**src/rtl/enc8b10b_pkg.sv**
```systemverilog
// enc8b10b_pkg: shared widths, comma symbols and disparity encoding for the 8b10b path
package enc8b10b_pkg;
    localparam int SYMBOL_W = 10;
    localparam logic [SYMBOL_W-1:0] K28_5_NEG = 10'b0011111010;
    localparam logic [SYMBOL_W-1:0] K28_5_POS = 10'b1100000101;
    localparam logic RD_NEG = 1'b0;
    localparam logic RD_POS = 1'b1;
endpackage

```
**src/rtl/symbol_disparity.sv**
```systemverilog
// symbol_disparity: classifies a 10-bit symbol by its ones count
module symbol_disparity
    import enc8b10b_pkg::*;
(
    input  logic [SYMBOL_W-1:0] i_symbol,
    output logic                is_neutral,
    output logic                is_pos2,
    output logic                is_neg2,
    output logic                invalid
);
    logic [3:0] ones;

    // population count of the symbol
    always_comb begin
        ones = '0;
        for (int i = 0; i < SYMBOL_W; i++) ones = ones + {3'b0, i_symbol[i]};
    end

    assign is_neutral = ones == 4'd5;
    assign is_pos2    = ones == 4'd6;
    assign is_neg2    = ones == 4'd4;
    assign invalid    = !(is_neutral || is_pos2 || is_neg2);
endmodule

```
**src/rtl/ten_bit_serializer.sv**
```systemverilog
// ten_bit_serializer: shifts 10-bit symbols out MSB (bit a) first, filling gaps with K28.5 idles
module ten_bit_serializer
    import enc8b10b_pkg::*;
#(
    parameter logic [SYMBOL_W-1:0] IDLE_NEG = K28_5_NEG,
    parameter logic [SYMBOL_W-1:0] IDLE_POS = K28_5_POS
) (
    input  logic                i_CLK,
    input  logic                i_RST,
    input  logic [SYMBOL_W-1:0] i_SYMBOL,
    input  logic                i_VALID,
    input  logic                i_ERR_CLR,
    output logic                o_READY,
    output logic                o_SER,
    output logic                o_SYMBOL_START,
    output logic                o_IDLE,
    output logic                o_RD,
    output logic                o_DISP_ERR
);
    logic [SYMBOL_W-1:0] sr_q, sr_d, load_sym;
    logic [3:0]          cnt_q, cnt_d;
    logic                rd_q, rd_d, idle_q, idle_d, err_q, err_d;
    logic                load, is_neutral, is_pos2, is_neg2, invalid, err_set;

    assign load     = cnt_q == 4'd9;
    assign load_sym = i_VALID ? i_SYMBOL : (rd_q == RD_POS ? IDLE_POS : IDLE_NEG);

    symbol_disparity u_disp (
        .i_symbol  (load_sym),
        .is_neutral(is_neutral),
        .is_pos2   (is_pos2),
        .is_neg2   (is_neg2),
        .invalid   (invalid)
    );

    assign err_set = load && (invalid || (is_pos2 && rd_q == RD_POS) || (is_neg2 && rd_q == RD_NEG));

    // next state: shift or load, disparity bookkeeping on load slots, sticky error with set priority
    always_comb begin
        cnt_d  = load ? 4'd0 : cnt_q + 4'd1;
        sr_d   = load ? load_sym : {sr_q[SYMBOL_W-2:0], 1'b0};
        idle_d = load ? !i_VALID : idle_q;
        rd_d   = (load && !is_neutral) ? (is_pos2 ? RD_POS : is_neg2 ? RD_NEG : rd_q) : rd_q;
        err_d  = err_set || (err_q && !i_ERR_CLR);
    end

    // state registers; reset parks the counter on the load slot
    always_ff @(posedge i_CLK) begin
        if (i_RST) begin
            cnt_q  <= 4'd9;
            sr_q   <= '0;
            rd_q   <= RD_NEG;
            idle_q <= 1'b0;
            err_q  <= 1'b0;
        end else begin
            cnt_q  <= cnt_d;
            sr_q   <= sr_d;
            rd_q   <= rd_d;
            idle_q <= idle_d;
            err_q  <= err_d;
        end
    end

    assign o_READY        = load;
    assign o_SER          = sr_q[SYMBOL_W-1];
    assign o_SYMBOL_START = cnt_q == 4'd0;
    assign o_IDLE         = idle_q;
    assign o_RD           = rd_q;
    assign o_DISP_ERR     = err_q;
endmodule

```
**config.mk**
```make
export PLATFORM = sky130hd
export DESIGN_NAME = ten_bit_serializer
export DESIGN_NICKNAME = d
export VERILOG_FILES = /design/src/rtl/enc8b10b_pkg.sv /design/src/rtl/symbol_disparity.sv /design/src/rtl/ten_bit_serializer.sv
export SDC_FILE = /design/constraint.sdc
export NUM_CORES = 1
export LEC_CHECK = 0
export ABC_AREA = 0
export BUFFER_PORTS_ARGS = -buffer_cell sky130_fd_sc_hd__buf_2
export CAP_MARGIN = 20
export CORE_ASPECT_RATIO = 1.75
export CORE_MARGIN = 4
export CORE_UTILIZATION = 37
export DETAILED_ROUTE_END_ITERATION = 8
export GPL_TIMING_DRIVEN = 0
export PLACE_DENSITY = 0.63
export SYNTH_ARGS = -nofsm -noshare
export SYNTH_HDL_FRONTEND = slang
export SYNTH_SLANG_ARGS = --single-unit
```
**constraint.sdc**
```tcl
create_clock -name i_CLK -period 4.9 [get_ports i_CLK]
set_clock_uncertainty 0.1 [all_clocks]
set_input_delay 0.245 -clock i_CLK [delete_from_list [all_inputs] [get_ports i_CLK]]
set_output_delay 0.245 -clock i_CLK [all_outputs]
set_load 0.005 [all_outputs]
```
Word level (Yosys, flattened, before mapping)
Index checks and enable logic that the tools add are counted.
W data, S select, Z words.
{"block": "totals", "elab_cells": 48, "output_inout_bits": 6, "input_bits": 14, "regBits": 17}
{"block": "op_classes", "mux": 6, "n_reduce_logical": 19, "n_bitwise": 2, "n_eq_ne": 4, "addsub": 10}
{"cell": "$add A4 B1 Y4", "n": 8}
{"cell": "$mux W10", "n": 3}
{"cell": "$eq A4 B3 Y1 const B", "n": 3}
{"cell": "$logic_and A1 B1 Y1", "n": 5}
{"cell": "$logic_or A1 B1 Y1", "n": 5}
{"cell": "$add A4 B1 Y4 const B", "n": 1}
{"cell": "$eq A4 B4 Y1 const B", "n": 1}
{"cell": "$logic_not A1 Y1", "n": 4}
{"cell": "$logic_not A4 Y1", "n": 1}
{"cell": "$mux W4", "n": 1}
{"cell": "$reduce_or A2 Y1", "n": 2}
{"cell": "$add A1 B1 Y2", "n": 1}
{"cell": "$mux W1", "n": 2}
{"cell": "$not A1 Y1", "n": 2}
{"cell": "$reduce_and A2 Y1", "n": 1}
{"cell": "$reduce_bool A2 Y1", "n": 1}

Depth between registers and ports, before layout
{"block": "depth", "depth_word": 19, "ltp_mapped": 14, "ltp_nobuf": 13}

Modules after synthesis
A second synthesis with hierarchy kept.
{"block": "hier_totals", "hier_cells": 119, "hier_area_um2": 1078.5}
{"module": "ten_bit_serializer", "seq_area_each_um2": 340.3, "instances": 1, "area_each_um2": 840.8, "cells_per_inst": 91}
{"module": "symbol_disparity", "seq_area_each_um2": 0.0, "instances": 1, "area_each_um2": 237.7, "cells_per_inst": 28}

Least setup slack after synthesis
Ideal clock, no wire load.
{"block": "synth_timing", "path_type": "register -> register", "from": "register rd_q (netlist: o_RD)", "to": "register rd_q (netlist: o_RD)", "period_less_slack_ns": 4.155, "t_arrival_ns": 3.984, "path_stages_with_launch": 14, "slack_ns": 0.745, "n_path_buf": 0, "setup_ns": 0.072, "required_time_ns": 4.728, "path_cell_list": "dfxtp_1 nor2b_1 a21o_1 ha_1 inv_1 fa_1 fa_1 fa_1 inv_1 fa_1 fa_1 a2111o_1 a211oi_2 mux2i_1"}
{"block": "synth_via", "elab_chain_len": 15, "elab_cells_between_ends": 19, "cone_classes": "add/sub: 9; eq/ne: 3; mux: 3; reduce/logical: 4"}
{"element": "start, declared", "line": "ten_bit_serializer.sv:22", "text": "logic rd_q, rd_d, idle_q, idle_d, err_q, err_d;"}
{"element": "start signal, assigned", "line": "ten_bit_serializer.sv:58", "text": "rd_q <= rd_d;"}
{"element": "$mux W10 (*) (2 in a row)", "line": "ten_bit_serializer.sv:26", "text": "assign load_sym = i_VALID ? i_SYMBOL : (rd_q == RD_POS ? IDLE_POS : IDLE_NEG);"}
{"element": "via load_sym[0]", "line": "ten_bit_serializer.sv:20", "text": "logic [SYMBOL_W-1:0] sr_q, sr_d, load_sym;"}
{"element": "$add A1 B1 Y2 (*)", "line": "symbol_disparity.sv:16", "text": "for (int i = 0; i < SYMBOL_W; i++) ones = ones + {3'b0, i_symbol[i]};"}
{"element": "$add A4 B1 Y4 (*) (8 in a row)", "line": "symbol_disparity.sv:16"}
{"element": "$eq A4 B3 Y1", "line": "symbol_disparity.sv:19", "text": "assign is_neutral = ones == 4'd5;"}
{"element": "$logic_not A1 Y1", "line": "ten_bit_serializer.sv:43", "text": "rd_d = (load && !is_neutral) ? (is_pos2 ? RD_POS : is_neg2 ? RD_NEG : rd_q) : rd_q;"}
{"element": "$logic_and A1 B1 Y1", "line": "ten_bit_serializer.sv:43"}
{"element": "$reduce_and A2 Y1 (no source line)"}
The timed path passes the listed nets; every way through them passes the cells marked *.
A chain may end at the register's enable or synchronous reset.

Worst setup path after layout
Ends and elaborated chain as after synthesis.

==> key figures <==
Power
  – Switching power: around 0.00034 W
  – Clock Power Share: 0.124
  – Power density over cell area: a little under 700 nW/um^2
  – Reg power frac: 0.241
  – Internal power: around 0.00047 W
  – VDD IR max: between 600 and 700 uV
  – Sw Ratio: 0.419
  – Leakage power: about 0.54 nW
  – Combinational cell fraction of total power: 0.634

Critical path
  – Max stage delay on crit path: about 0.49 ns
  – Critical Path End Type: register
  – WP depth: 13
  – CP Data Required Time: around 5.0 ns
  – WS Path Type: reg -> reg
  – Critical Path AT: 4.57 ns
  – Most frequent CP cell: fa_1
  – Top delay family on crit path: adder cells
  – Startpoint class of the critical path: register
  – Slowest cell on the critical path: fa_1
  – FF-to-FF path depth: 13
  – Crit-path cells: nor2b_1, a21o_1, ha_1, inv_1, fa_1, fa_1, fa_1, inv_1, fa_1, fa_1, a2111o_1, a211oi_2, mux2i_1
  – Crit-path max FO: 6
  – WP buf/inv: 2

Timing
  – TNS Setup: 0 ns
  – Fin crit share: 0.916
  – Worst slew margin: 0.707
  – Tmin final: roughly 4.5 ns
  – Worst-Margin Slew: about 0.44 ns
  – Hold Vio Cnt, Final: 0
  – Max-slew violation count: 0
  – Max Fclk: 0.223 GHz
  – Final setup violation count: 0
  – RSZ-0062 raised after global routing: false

Logic synthesis
  – Ys flop type: dfxtp_1
  – Gate Count Post-Synth: 107
  – Mapped Area: a little over 1000 sq um
  – Synth area leader: dfxtp_1
  – Share of the synthesized area in the top cell type: 0.335
  – Post-synthesis sequential area ratio: 0.335
  – Synth Warn #: 0
  – Largest cells by area after synthesis: dfxtp_1 (33%), fa_1 (12%), ha_1 (9.8%), a211oi_1 (8.1%), nor2_1 (4.1%)
  – Top-count cell post-synth: dfxtp_1
  – Synth Register Bits: 17
  – Top cell types by occurrence after synthesis: dfxtp_1 (17), a211oi_1 (11), nor2_1 (11)
  – Syn Area/Cell: between 9 and 10 sq um
  – Ys async rst share: 0
  – Number of enable flip-flop cells after synthesis: 0
  – Post-Syn Nets: 135
  – Distinct cells, synth: 26

Floorplan
  – Full die area: about 3700 sq um
  – Die width: around 48 microns
  – Height of the die: a little under 80 microns
  – Core area: between 2000 and 3000 sq um
  – Initial Util: 0.399
  – I/O pin cnt: 20
  – FP Rows: 24

Placed design
  – Post-Place Cells: 150
  – GPL Wtd Cong: ~0.73
  – IO buf count: 17
  – Final HPWL DP: ~1800 microns

Global route
  – Met2 Track Usage GR: 0.245
  – Met3 Use GR: 0.0185
  – Met1 GRT Util: 0.148
  – Vias in the first global route: approximately 880
  – Antenna violations before repair: 0
  – First-pass GRT wire length: around 3800 microns
  – Grt peak-use layer: met2
  – Total grt overflow: 0
  – Largest net degree at the start of global routing: 11
  – Global-route usage over all layers: 0.141

Detailed routing
  – WL final: around 2100 microns
  – First-pass iteration count of the detailed router: 4
  – Final ANT Viol Nets: 0
  – Vias: 832
  – Vias per inst: 5.40
  – DRT iter0 DRCs: 5
  – Wirelength per Cell: 13.6 microns
  – DRC: 0

Layout
  – ANT cells: 0
  – Fraction of layout cells with a size suffix above 1: 0.227
  – Post-layout net count: 157
  – Area Overhead vs Synth: 16.0%
  – Non-Filler Instances: between 150 and 200

Clocking
  – Clock Latency Late Sink: between 0.2 and 0.25 ns
  – Hold buffer count at CTS: 0
  – Clock transition at path regs: ~0.060 ns
  – Longest Clk Path Bufs: 2
  – Post-CTS Setup Bufs: 0
  – Root Buffer: clkbuf_8
  – CTS Buf Count: 3
  – Num Clock Sinks: 17
  – Post_cts resized: 0
  – # H-tree levels: 1
  – CTS tree: yes

Job
  – Max-Cap Viols: 0

Worst hold path
  – Hold Crit Depth: 4
  – Hold/Removal Path Class: in -> reg

Outcome
  – Status: finished clean
[worst min-delay path, stage by stage]
cell and delay (ns):
buf_2 0.07, nor2b_1 0.04, nor2_1 0.08, a211oi_1 0.05
[kinds of logic (layout without fill, tap and decap cells)]
| group | after synthesis | after routing | share of synthesized area |
|---|---|---|---|
| simple gates | 30 | 30 | 0.164 |
| compound gates | 27 | 27 | 0.192 |
| flops | 17 | 17 | 0.335 |
| buf+inv | 16 | 37 | 0.0664 |
| fa+ha+maj | 14 | 14 | 0.216 |
| xor+xnor | 2 | 2 | 0.0172 |
| mux | 1 | 1 | 0.00984 |
[power by group through the flow]
stage | clock (W) | sequential, W | combinational, W
CTS | 0.000104 | 0.000196 | 0.000528
finish | 0.000100 | 0.000195 | 0.000512
detailed placement | 0 | 0.000199 | 0.000523
global route | 0.000111 | 0.000200 | 0.000595
floorplan | 0 | 0.000195 | 0.000410
global placement | 0 | 0.000197 | 0.000506
[registers in the layout, summed over array words and instances (netlist names)]
signal / cells
o_RD: 1
o_DISP_ERR: 1
o_IDLE: 1
sr_q: 10
cnt_q: 4
[area by class of cell]
cell class,instances,area (sq um)
multi-input cells,74,609
well taps,26,32.5
inverters,10,37.5
flip-flops and latches,17,340
clock buffers,4,45.0
plain buffers,6,30.0
repair buffers,17,85.1
fillers,265,1370
[metrics by stage]
step / instance area, sq um / power (W) / hold WS, ns / setup slack (ns) / util
floorplan: 1020 / 0.000605 / 0.343 / 0.745 / -
global placement: 1130 / 0.000703 / 0.371 / 0.496 / 0.445
detailed placement: 1130 / 0.000722 / 0.377 / 0.411 / 0.445
CTS: 1180 / 0.000828 / 0.192 / 0.377 / 0.462
global route: 1180 / 0.000906 / 0.215 / 0.164 / 0.462
finish: 1180 / 0.000807 / 0.199 / 0.412 / 0.462
[placed cells by master, fill, tap and decap left out, types with 4 or more instances in the layout]
master and count:
buf_2 20, dfxtp_1 17, nor2_1 11, a211oi_1 11, inv_1 9, ha_1 8, a21oi_1 7, nor3_1 6
fa_1 6, a21o_1 5, nor3b_1 4
[routing by layer]
layer	up-vias	share of wire
met5	-	0
met2	21	0.57
li1	411	-
met4	0	0.031
met3	4	0.030
met1	396	0.37
[worst paths after layout]
kind	start	to	slack [ns]
max	o_RD	o_RD	0.41
min	i_ERR_CLR	o_DISP_ERR	0.20
max reg2reg	o_RD	o_RD	0.41
min reg2reg	sr_q[2]	sr_q[3]	0.38
Power figures use the tool's default switching activity.
